`src/rtl/reg_write_arbiter_pkg.sv`:
```
// Shared types and helpers for the register write arbiter.
package reg_arb_pkg;

  typedef enum logic [1:0] {
    IDLE  = 2'd0,
    WRITE = 2'd1,
    ACK   = 2'd2
  } arb_state_t;

  // Index width for an N-entry selector; never narrower than one bit.
  function automatic int idx_w(input int n);
    return (n > 2) ? $clog2(n) : 1;
  endfunction

endpackage

```
`src/rtl/reg_write_arbiter_if.sv`:
```
// Requester/register-side bundle of the write arbiter.
// The lock vector only exists when REG_ARB_LOCK_EN is defined.
interface reg_write_arbiter_if #(
  parameter int W = 8,
  parameter int N = 4
);
  logic [N-1:0]        req;
  logic [N-1:0][W-1:0] wdata;
`ifdef REG_ARB_LOCK_EN
  logic [N-1:0]        lock;
`endif
  logic [N-1:0]        gnt;
  logic [N-1:0]        ack;
  logic [W-1:0]        reg_d;
  logic                reg_enb;
  logic                busy;

  // Requester side (datapath blocks plus the shared register's inputs).
  modport master (
    output req, wdata,
`ifdef REG_ARB_LOCK_EN
    output lock,
`endif
    input  gnt, ack, reg_d, reg_enb, busy
  );

  // Arbiter side.
  modport slave (
    input  req, wdata,
`ifdef REG_ARB_LOCK_EN
    input  lock,
`endif
    output gnt, ack, reg_d, reg_enb, busy
  );
endinterface

```
`src/rtl/reg_write_arbiter_rr_pick.sv`:
```
// Rotate-priority picker: first set req bit at ptr, ptr+1, ... wrapping mod N.
// Purely combinational so other arbiters can reuse it.
module rr_pick
  import reg_arb_pkg::*;
#(
  parameter int N  = 4,
  parameter int IW = idx_w(N)
) (
  input  logic [N-1:0]  req,
  input  logic [IW-1:0] ptr,
  output logic [N-1:0]  onehot,
  output logic [IW-1:0] idx,
  output logic          any
);

  logic [IW-1:0] pos;

  // Scan from ptr upward; the first hit wins and masks later ones.
  always_comb begin
    onehot = '0;
    idx    = '0;
    any    = 1'b0;
    pos    = '0;
    for (int i = 0; i < N; i++) begin
      pos = IW'((int'(ptr) + i) % N);
      if (!any && req[pos]) begin
        any         = 1'b1;
        idx         = pos;
        onehot[pos] = 1'b1;
      end
    end
  end

endmodule

```
`src/rtl/reg_write_arbiter.sv`:
```
// Round-robin arbiter sharing one enabled W-bit register among N requesters.
// Sequence per write: IDLE (pick) -> WRITE (reg_enb) -> ACK (ack pulse).
// Optional macro REG_ARB_LOCK_EN: owner holding lock in ACK keeps the pointer,
// so it wins every following arbitration it requests in.
module reg_write_arbiter
  import reg_arb_pkg::*;
#(
  parameter int W = 8,
  parameter int N = 4
) (
  input logic               clk,
  input logic               rst_,
  reg_write_arbiter_if.slave bus
);

  localparam int IW = idx_w(N);

  arb_state_t    state, state_nxt;
  logic [IW-1:0] ptr, win, pick_idx;
  logic [N-1:0]  pick_oh, win_oh;
  logic          pick_any;
  logic [W-1:0]  reg_d_q;
  logic [IW-1:0] ptr_adv;

  rr_pick #(.N(N), .IW(IW)) u_pick (
    .req    (bus.req),
    .ptr    (ptr),
    .onehot (pick_oh),
    .idx    (pick_idx),
    .any    (pick_any)
  );

  // Next pointer after the current winner, wrapping mod N.
  assign ptr_adv = (win == IW'(N - 1)) ? '0 : win + 1'b1;

  // State register.
  always_ff @(posedge clk or negedge rst_) begin
    if (!rst_) state <= IDLE;
    else       state <= state_nxt;
  end

  // Next-state: requests only matter in IDLE; WRITE and ACK are one cycle each.
  always_comb begin
    state_nxt = state;
    unique case (state)
      IDLE:    if (pick_any) state_nxt = WRITE;
      WRITE:   state_nxt = ACK;
      ACK:     state_nxt = IDLE;
      default: state_nxt = IDLE;
    endcase
  end

  // Winner latch, write data capture and pointer update.
  always_ff @(posedge clk or negedge rst_) begin
    if (!rst_) begin
      ptr     <= '0;
      win     <= '0;
      win_oh  <= '0;
      reg_d_q <= '0;
    end else begin
      case (state)
        IDLE: if (pick_any) begin
          win     <= pick_idx;
          win_oh  <= pick_oh;
          reg_d_q <= bus.wdata[pick_idx];
        end
`ifdef REG_ARB_LOCK_EN
        ACK: ptr <= bus.lock[win] ? win : ptr_adv;
`else
        ACK: ptr <= ptr_adv;
`endif
        default: ;
      endcase
    end
  end

  // Outputs decoded from registered state only.
  always_comb begin
    bus.gnt     = (state != IDLE) ? win_oh : '0;
    bus.ack     = (state == ACK)  ? win_oh : '0;
    bus.reg_enb = (state == WRITE);
    bus.busy    = (state != IDLE);
  end

  assign bus.reg_d = reg_d_q;

endmodule

```
`src/flat_wrapper.sv`:
```
// flat-port wrapper written by rule: the top's interface ports become plain ports
module reg_write_arbiter_flat import reg_arb_pkg::*;
#(
  parameter int W = 8,
  parameter int N = 4
)
  (clk, rst_, bus_req, bus_wdata, bus_gnt, bus_ack, bus_reg_d, bus_reg_enb, bus_busy);
  reg_write_arbiter_if #(.W(W), .N(N)) bus_i ();
  input logic clk;
  input logic rst_;
  input wire logic [$bits(bus_i.req)-1:0] bus_req;
  input wire logic [$bits(bus_i.wdata)-1:0] bus_wdata;
  output wire logic [$bits(bus_i.gnt)-1:0] bus_gnt;
  output wire logic [$bits(bus_i.ack)-1:0] bus_ack;
  output wire logic [$bits(bus_i.reg_d)-1:0] bus_reg_d;
  output wire logic [$bits(bus_i.reg_enb)-1:0] bus_reg_enb;
  output wire logic [$bits(bus_i.busy)-1:0] bus_busy;
  assign bus_i.req = bus_req;
  assign bus_i.wdata = bus_wdata;
  assign bus_gnt = bus_i.gnt;
  assign bus_ack = bus_i.ack;
  assign bus_reg_d = bus_i.reg_d;
  assign bus_reg_enb = bus_i.reg_enb;
  assign bus_busy = bus_i.busy;
  reg_write_arbiter #(.W(W), .N(N)) u_core (.clk(clk), .rst_(rst_), .bus(bus_i));
endmodule
```
`config.mk`:
```
export PLATFORM = sky130hd
export DESIGN_NAME = reg_write_arbiter_flat
export DESIGN_NICKNAME = d
export VERILOG_FILES = /design/src/rtl/reg_write_arbiter_pkg.sv /design/src/rtl/reg_write_arbiter_if.sv /design/src/rtl/reg_write_arbiter_rr_pick.sv /design/src/rtl/reg_write_arbiter.sv /design/src/flat_wrapper.sv
export SDC_FILE = /design/constraint.sdc
export NUM_CORES = 1
export LEC_CHECK = 0
export CAP_MARGIN = 20
export CELL_PAD_IN_SITES_DETAIL_PLACEMENT = 1
export CELL_PAD_IN_SITES_GLOBAL_PLACEMENT = 2
export CORE_ASPECT_RATIO = 1.4
export CORE_MARGIN = 5
export CORE_UTILIZATION = 25
export DETAILED_ROUTE_END_ITERATION = 6
export HOLD_SLACK_MARGIN = 0.02
export PLACE_DENSITY_LB_ADDON = 0.25
export RECOVER_POWER = 100
export SETUP_SLACK_MARGIN = 0.3
export SLEW_MARGIN = 10
export SYNTH_ARGS = -nofsm -noshare
export SYNTH_HDL_FRONTEND = slang
export SYNTH_SLANG_ARGS = --single-unit
```
`constraint.sdc`:
```
create_clock -name clk -period 3.54 [get_ports clk]
set_input_delay 0.531 -clock clk [delete_from_list [all_inputs] [get_ports clk]]
set_output_delay 0.531 -clock clk [all_outputs]
set_load 0.005 [all_outputs]
```
==> run_results.csv, run 1 <==
group,metric,value,unit
grt,grt_max_degree,19,
grt,grt_pass1_vias,1364,
synthesis,yosys.area.top_type,"dfrtp_1",
die,ios,56,
cells_and_area,drive_gt1_share,9.78,%
worst_setup_path,startpoint_type,"flip-flop",
route,antenna_left,0,
cts,holdBufCountCts,0,
synthesis,synth-xor-area-share,0,%
timing,max-slew-margin-rel,43.0,%
synthesis,ys_warn_count,0,
route,drt_wl_total,3800,um
cells_and_area,stdcell_area,2000,um2
worst_setup_path,path_class,"flip-flop to flip-flop",
timing,layout_min_cycle_time,3100,ps
synthesis,synth-seq-cells,18,
synthesis,synthMuxAreaShare,25.0,%
synthesis,syn_nets,172,
cts,cts_tree,"yes",
route,drt_iter0_markers,46,
route,detail_route.wl_per_cell,15.2,um
worst_setup_path,worst_setup_path_end_kind,"flip-flop",
grt,antenna_found_initial,0,
synthesis,synth_compound_area_share,15.0,%
die,die_h,96.7,um
synthesis,yosysMostFrequentCell,"dfrtp_1",
power_and_ir_drop,ir_drop,0.000260,V
route,first_pass_iters,4,
cts,numCtsBuffers,3,
synthesis,synth_common_cells,"18 x dfrtp_1, 16 x nand2_1, 11 x mux2i_1",
cts,clockBufferDepth,2,
timing,tns,0,ps
die,initial_core_util,25.9,%
worst_setup_path,cp_slowest_cell,"dfrtp_1",
synthesis,synth_edf_count,0,
cells_and_area,num_antenna_cells,0,
timing,final_hold_viol_count,0,
route,vias_per_cell,4.88,
synthesis,synthDistinctLibCells,29,
cts,clk_latency,260,ps
synthesis,syn_area,1340,um2
synthesis,async_flop_share,100,%
place,placed_cell_area,1960,um2
power_and_ir_drop,swShare,41.9,%
cells_and_area,area.growth.synth_to_final,48.8,%
cts,cts_sinks,18,
synthesis,yosys.area_share.simple,15.5,%
timing,clock.fmax,322,MHz
cts,h-tree-depth,1,
timing,fin_crit_sh,87.6,%
place,gp_congestion,0.765,
die,die_area,6960,um2
power_and_ir_drop,leakagePower,0.859,nW
grt,grt.overflow.total,0,
timing,finalSetupViolCount,0,
synthesis,synthCells,127,
worst_setup_path,max_stage_delay,560,ps
power_and_ir_drop,p_switching,699,uW
cts,cts_resized,0,
timing,worstMarginPinSlew,852,ps
worst_setup_path,path_cells,"inv_1 -> ha_1 -> mux4_2 -> or3_1 -> nor2_4 -> o22a_1 -> mux4_1 -> mux2_2",
timing,skew,2.17,ps
worst_setup_path,crit_arrival,3240,ps
grt,track_usage,11.3,%
worst_setup_path,cp_max_fo,9,
power_and_ir_drop,p_clk_share,10.4,%
die,row_count,31,
synthesis,synth_top_area_share,33.5,%
synthesis,synth.top_cells.by_area,"dfrtp_1 34%, mux2i_1 8.2%, mux4_2 6.7%",
die,die_x,72.0,um
route,vias,1221,
place,io_buffers,55,
synthesis,synth-adder-area-share,6.52,%
timing,slew_viol_final,0,
worst_setup_path,crit_required,3680,ps
synthesis,synth_top_family_by_area,"multiplexers",
route,drc,0,
run,drv_cap,0,
cts,cts-root-buf,"clkbuf_8",
power_and_ir_drop,power.share.sequential,22.9,%
synthesis,yosysSeqAreaShare,33.5,%
run_status,status,"completed",
cells_and_area,fin_nets,230,
hold_path,worstHoldPathType,"flip-flop to flip-flop",
synthesis,ys.flop_type,"dfrtp_1",
grt,grt_pass1_wl,6350,um
timing,grt_setup_unrepaired,"no",
die,core,5200,um2
place,hpwl,3070,um
power_and_ir_drop,power_density,834,nW/um2
cts,path_clk_slew,70,ps
power_and_ir_drop,p_comb_share,66.7,%
power_and_ir_drop,p_int,968,uW
synthesis,synth.avg_cell_area,10.6,um2
cts,cts_setup_buffers,0,
[layout make-up]
class | count | area, um2
Clock buffer | 4 | 55.1
Fill cell | 620 | 3200
Inverter | 6 | 22.5
Multi-Input combinational cell | 98 | 816
Sequential cell | 18 | 450
Tap cell | 66 | 82.6
Timing Repair Buffer | 58 | 573
[cell families (layout without fill, tap and decap cells)]
family	after synthesis	in the layout
AO/OA/AOI/OAI	27	27
adder cells (fa/ha/maj)	7	7
buffers and inverters	11	68
flip-flops	18	18
multiplexers	23	23
AND/OR/NAND/NOR	41	41
[state kept, by name (all words and copies together), names as in the netlist]
name,cells
u_core.state,2
u_core.ptr,2
u_core.bus.reg_d,8
u_core.win_oh,4
u_core.win,2
[placed cells by master, fill, tap and decap left out, types with 4 or more instances in the layout]
master | synthesis | routed
a221oi_1 | 4 | 4
a22oi_1 | 4 | 4
clkbuf_8 | 0 | 4
clkdlybuf4s50_1 | 0 | 39
dfrtp_1 | 18 | 18
dlygate4sd3_1 | 0 | 16
ha_1 | 7 | 7
inv_1 | 5 | 6
mux2_2 | 5 | 5
mux2i_1 | 11 | 11
mux4_2 | 4 | 4
nand2_1 | 16 | 16
nor2_1 | 7 | 7
nor2b_1 | 7 | 7
o21ai_0 | 7 | 8
o221ai_1 | 5 | 5
[per-stage QoR]
step,std cells,setup WS (ps),hold WS [ps],power (mW),utilization [%]
after floorplan,127,832,235,1.18,-
after global placement,246,459,461,1.54,37.7
after detailed placement,246,336,468,1.57,37.7
after CTS,250,555,481,1.75,38.8
after global routing,250,252,502,1.81,38.5
final,250,438,474,1.67,38.5
[power groups by stage]
stage / Clock [mW] / Sequential, mW / Combinational [mW]
2_1_floorplan: 0 / 0.377 / 0.805
3_3_place_gp: 0 / 0.385 / 1.15
3_5_place_dp: 0 / 0.384 / 1.19
4_1_cts: 0.176 / 0.385 / 1.19
5_1_grt: 0.187 / 0.396 / 1.23
6_report: 0.174 / 0.381 / 1.11
[worst max-delay path: cells and delay by family (launching register included)]
family,cells,cell delay (ps)
buf+inv,1,140
compound gates,1,270
fa+ha+maj,1,430
mux,3,1020
simple gates,2,560
flops,1,560
[metal layers]
| layer | track usage [%] | part of all wire (%) |
|---|---|---|
| met5 | 0 | 0 |
| met4 | 2.60 | 0.37 |
| met3 | 3.22 | 7.3 |
| met2 | 20.9 | 53 |
| met1 | 12.5 | 39 |
[worst paths after layout]
check | slack (ps) | startpoint | end | cells after the start
setup / recovery | 440 | u_core.ptr[1] | u_core.bus.reg_d[7] | 8
hold / removal | 470 | u_core.state[1] | u_core.state[1] | 1
setup reg to reg | 440 | u_core.ptr[1] | u_core.bus.reg_d[7] | 8
hold reg to reg | 470 | u_core.state[1] | u_core.state[1] | 1
max in group asynchronous | 2190 | rst_ | u_core.bus.reg_d[6] | 1
min in group asynchronous | 820 | rst_ | u_core.win_oh[2] | 1
No activity file was read; power rests on OpenSTA's default activity.
==> inputs of run 2 (changes only) <==
SLEW_MARGIN = 20   (was 10)
==> results of run 2 <==
Final layout, timing and power as in run 1 (identical DEF).
==> RTL edit: new RTL, flow settings as in run 2 <==
`N` is set to 4 in 4 places; all go to 2.
--- a/src/rtl/reg_write_arbiter_if.sv
+++ b/src/rtl/reg_write_arbiter_if.sv
@@ -2,7 +2,7 @@
 // The lock vector only exists when REG_ARB_LOCK_EN is defined.
 interface reg_write_arbiter_if #(
   parameter int W = 8,
-  parameter int N = 4
+  parameter int N = 2
 );
   logic [N-1:0]        req;
   logic [N-1:0][W-1:0] wdata;
--- a/src/rtl/reg_write_arbiter_rr_pick.sv
+++ b/src/rtl/reg_write_arbiter_rr_pick.sv
@@ -3,7 +3,7 @@
 module rr_pick
   import reg_arb_pkg::*;
 #(
-  parameter int N  = 4,
+  parameter int N  = 2,
   parameter int IW = idx_w(N)
 ) (
   input  logic [N-1:0]  req,
--- a/src/rtl/reg_write_arbiter.sv
+++ b/src/rtl/reg_write_arbiter.sv
@@ -6,7 +6,7 @@
   import reg_arb_pkg::*;
 #(
   parameter int W = 8,
-  parameter int N = 4
+  parameter int N = 2
 ) (
   input logic               clk,
   input logic               rst_,
--- a/src/flat_wrapper.sv
+++ b/src/flat_wrapper.sv
@@ -2,7 +2,7 @@
 module reg_write_arbiter_flat import reg_arb_pkg::*;
 #(
   parameter int W = 8,
-  parameter int N = 4
+  parameter int N = 2
 )
   (clk, rst_, bus_req, bus_wdata, bus_gnt, bus_ack, bus_reg_d, bus_reg_enb, bus_busy);
   reg_write_arbiter_if #(.W(W), .N(N)) bus_i ();
Ports: changed (resized bus_ack, bus_gnt, bus_req and bus_wdata); port bits go from 56 to 34. The function was not compared with the original's and may differ.
==> RTL edit against run 2 <==
Global-route usage up 0.50 points; die area shrank 43%; final area shrank 47%; non-clock buffer count fell by 25; clock skew shrank 1.2 ps; wire length shrank 48%; setup slack gained 390 ps; count of clock-buffer cells in the layout stayed put; total power down 51%; maximum frequency is 14% higher; critical path depth down 5; synthesized area decreased by 48%; sequential cell count fell by 4; largest power group unchanged; highest routed layer unchanged.
==> RTL edit: results <==
[clock_tree]
clk_latency_ps = 280
path_clk_slew_ps = 90

[grt]
grt_pass1_wl_mm = 3.456
met2_usage = 0.1921
grtUsageMet1 = 0.1416
grt_usage = 0.1184
grt_util_met3 = 0.02053

[cells_and_area]
buf_share = 0.3095
fin_area_mm2 = 0.001067
fillers = 337

[critical_path]
crit_family = "simple AND/OR/NAND/NOR gates"
worst-path-max-fanout = 15
max_stage_delay_ps = 900

[placement]
postPlaceCellArea_mm2 = 0.001042
gp_congestion = 0.7111
hpwl_mm = 1.543

[routing]
wl_met3_um = 118
vias = 658
wl_met2_um = 995
wirelength_mm = 1.958
dr.pass1.iters = 2

[logic_synthesis]
synth-adder-area-share = 0
synth_mux_area_frac = 0
synth.top_cells.by_count = "14 x dfrtp_1, 9 x o21ai_0, 8 x a21oi_1, 8 x a31oi_1, 8 x nand3_1"
synth-compound-area-share = 0.2294
seq_area_frac_synth = 0.5018

[timing]
tightest_slew_ps = 1185
finClkSkew_ps = 1.009

[outcome]
status = "complete, no violations"

[pwr]
switching_share = 0.3623
p_total_uw = 809.7

[die]
row_count = 22
## RTL edit: cell types whose count changed in the layout (fill, tap and decap cells not counted), sizes merged, moves of 6 or more
cell                  run 2  this run
ha                        7         0
nand2                    16         2
clkdlybuf4s50            39        20
a31oi                     0         8
nand3                     0         8
mux2i                    11         0
mux4                      7         0
nor2b                     8         2
a21oi                     2         8
## RTL edit: path summary, 6_finish.rpt
kind                                                  start                         endpoint  slack (ps)  cells past startpoint
worst max-delay path            u_core.state[1]$_DFFE_PN0P_                         bus_busy         830                      3
worst min-delay path                 u_core.win$_DFFE_PN0P_           u_core.ptr$_DFFE_PN0N_         480                      1
worst max register to register  u_core.state[1]$_DFFE_PN0P_  u_core.bus.reg_d[7]$_DFFE_PN0P_        1630                      4
worst min register to register       u_core.win$_DFFE_PN0P_           u_core.ptr$_DFFE_PN0N_         480                      1
max in group asynchronous                              rst_  u_core.bus.reg_d[2]$_DFFE_PN0P_        2430                      1
min in group asynchronous                              rst_      u_core.state[1]$_DFFE_PN0P_         710                      1
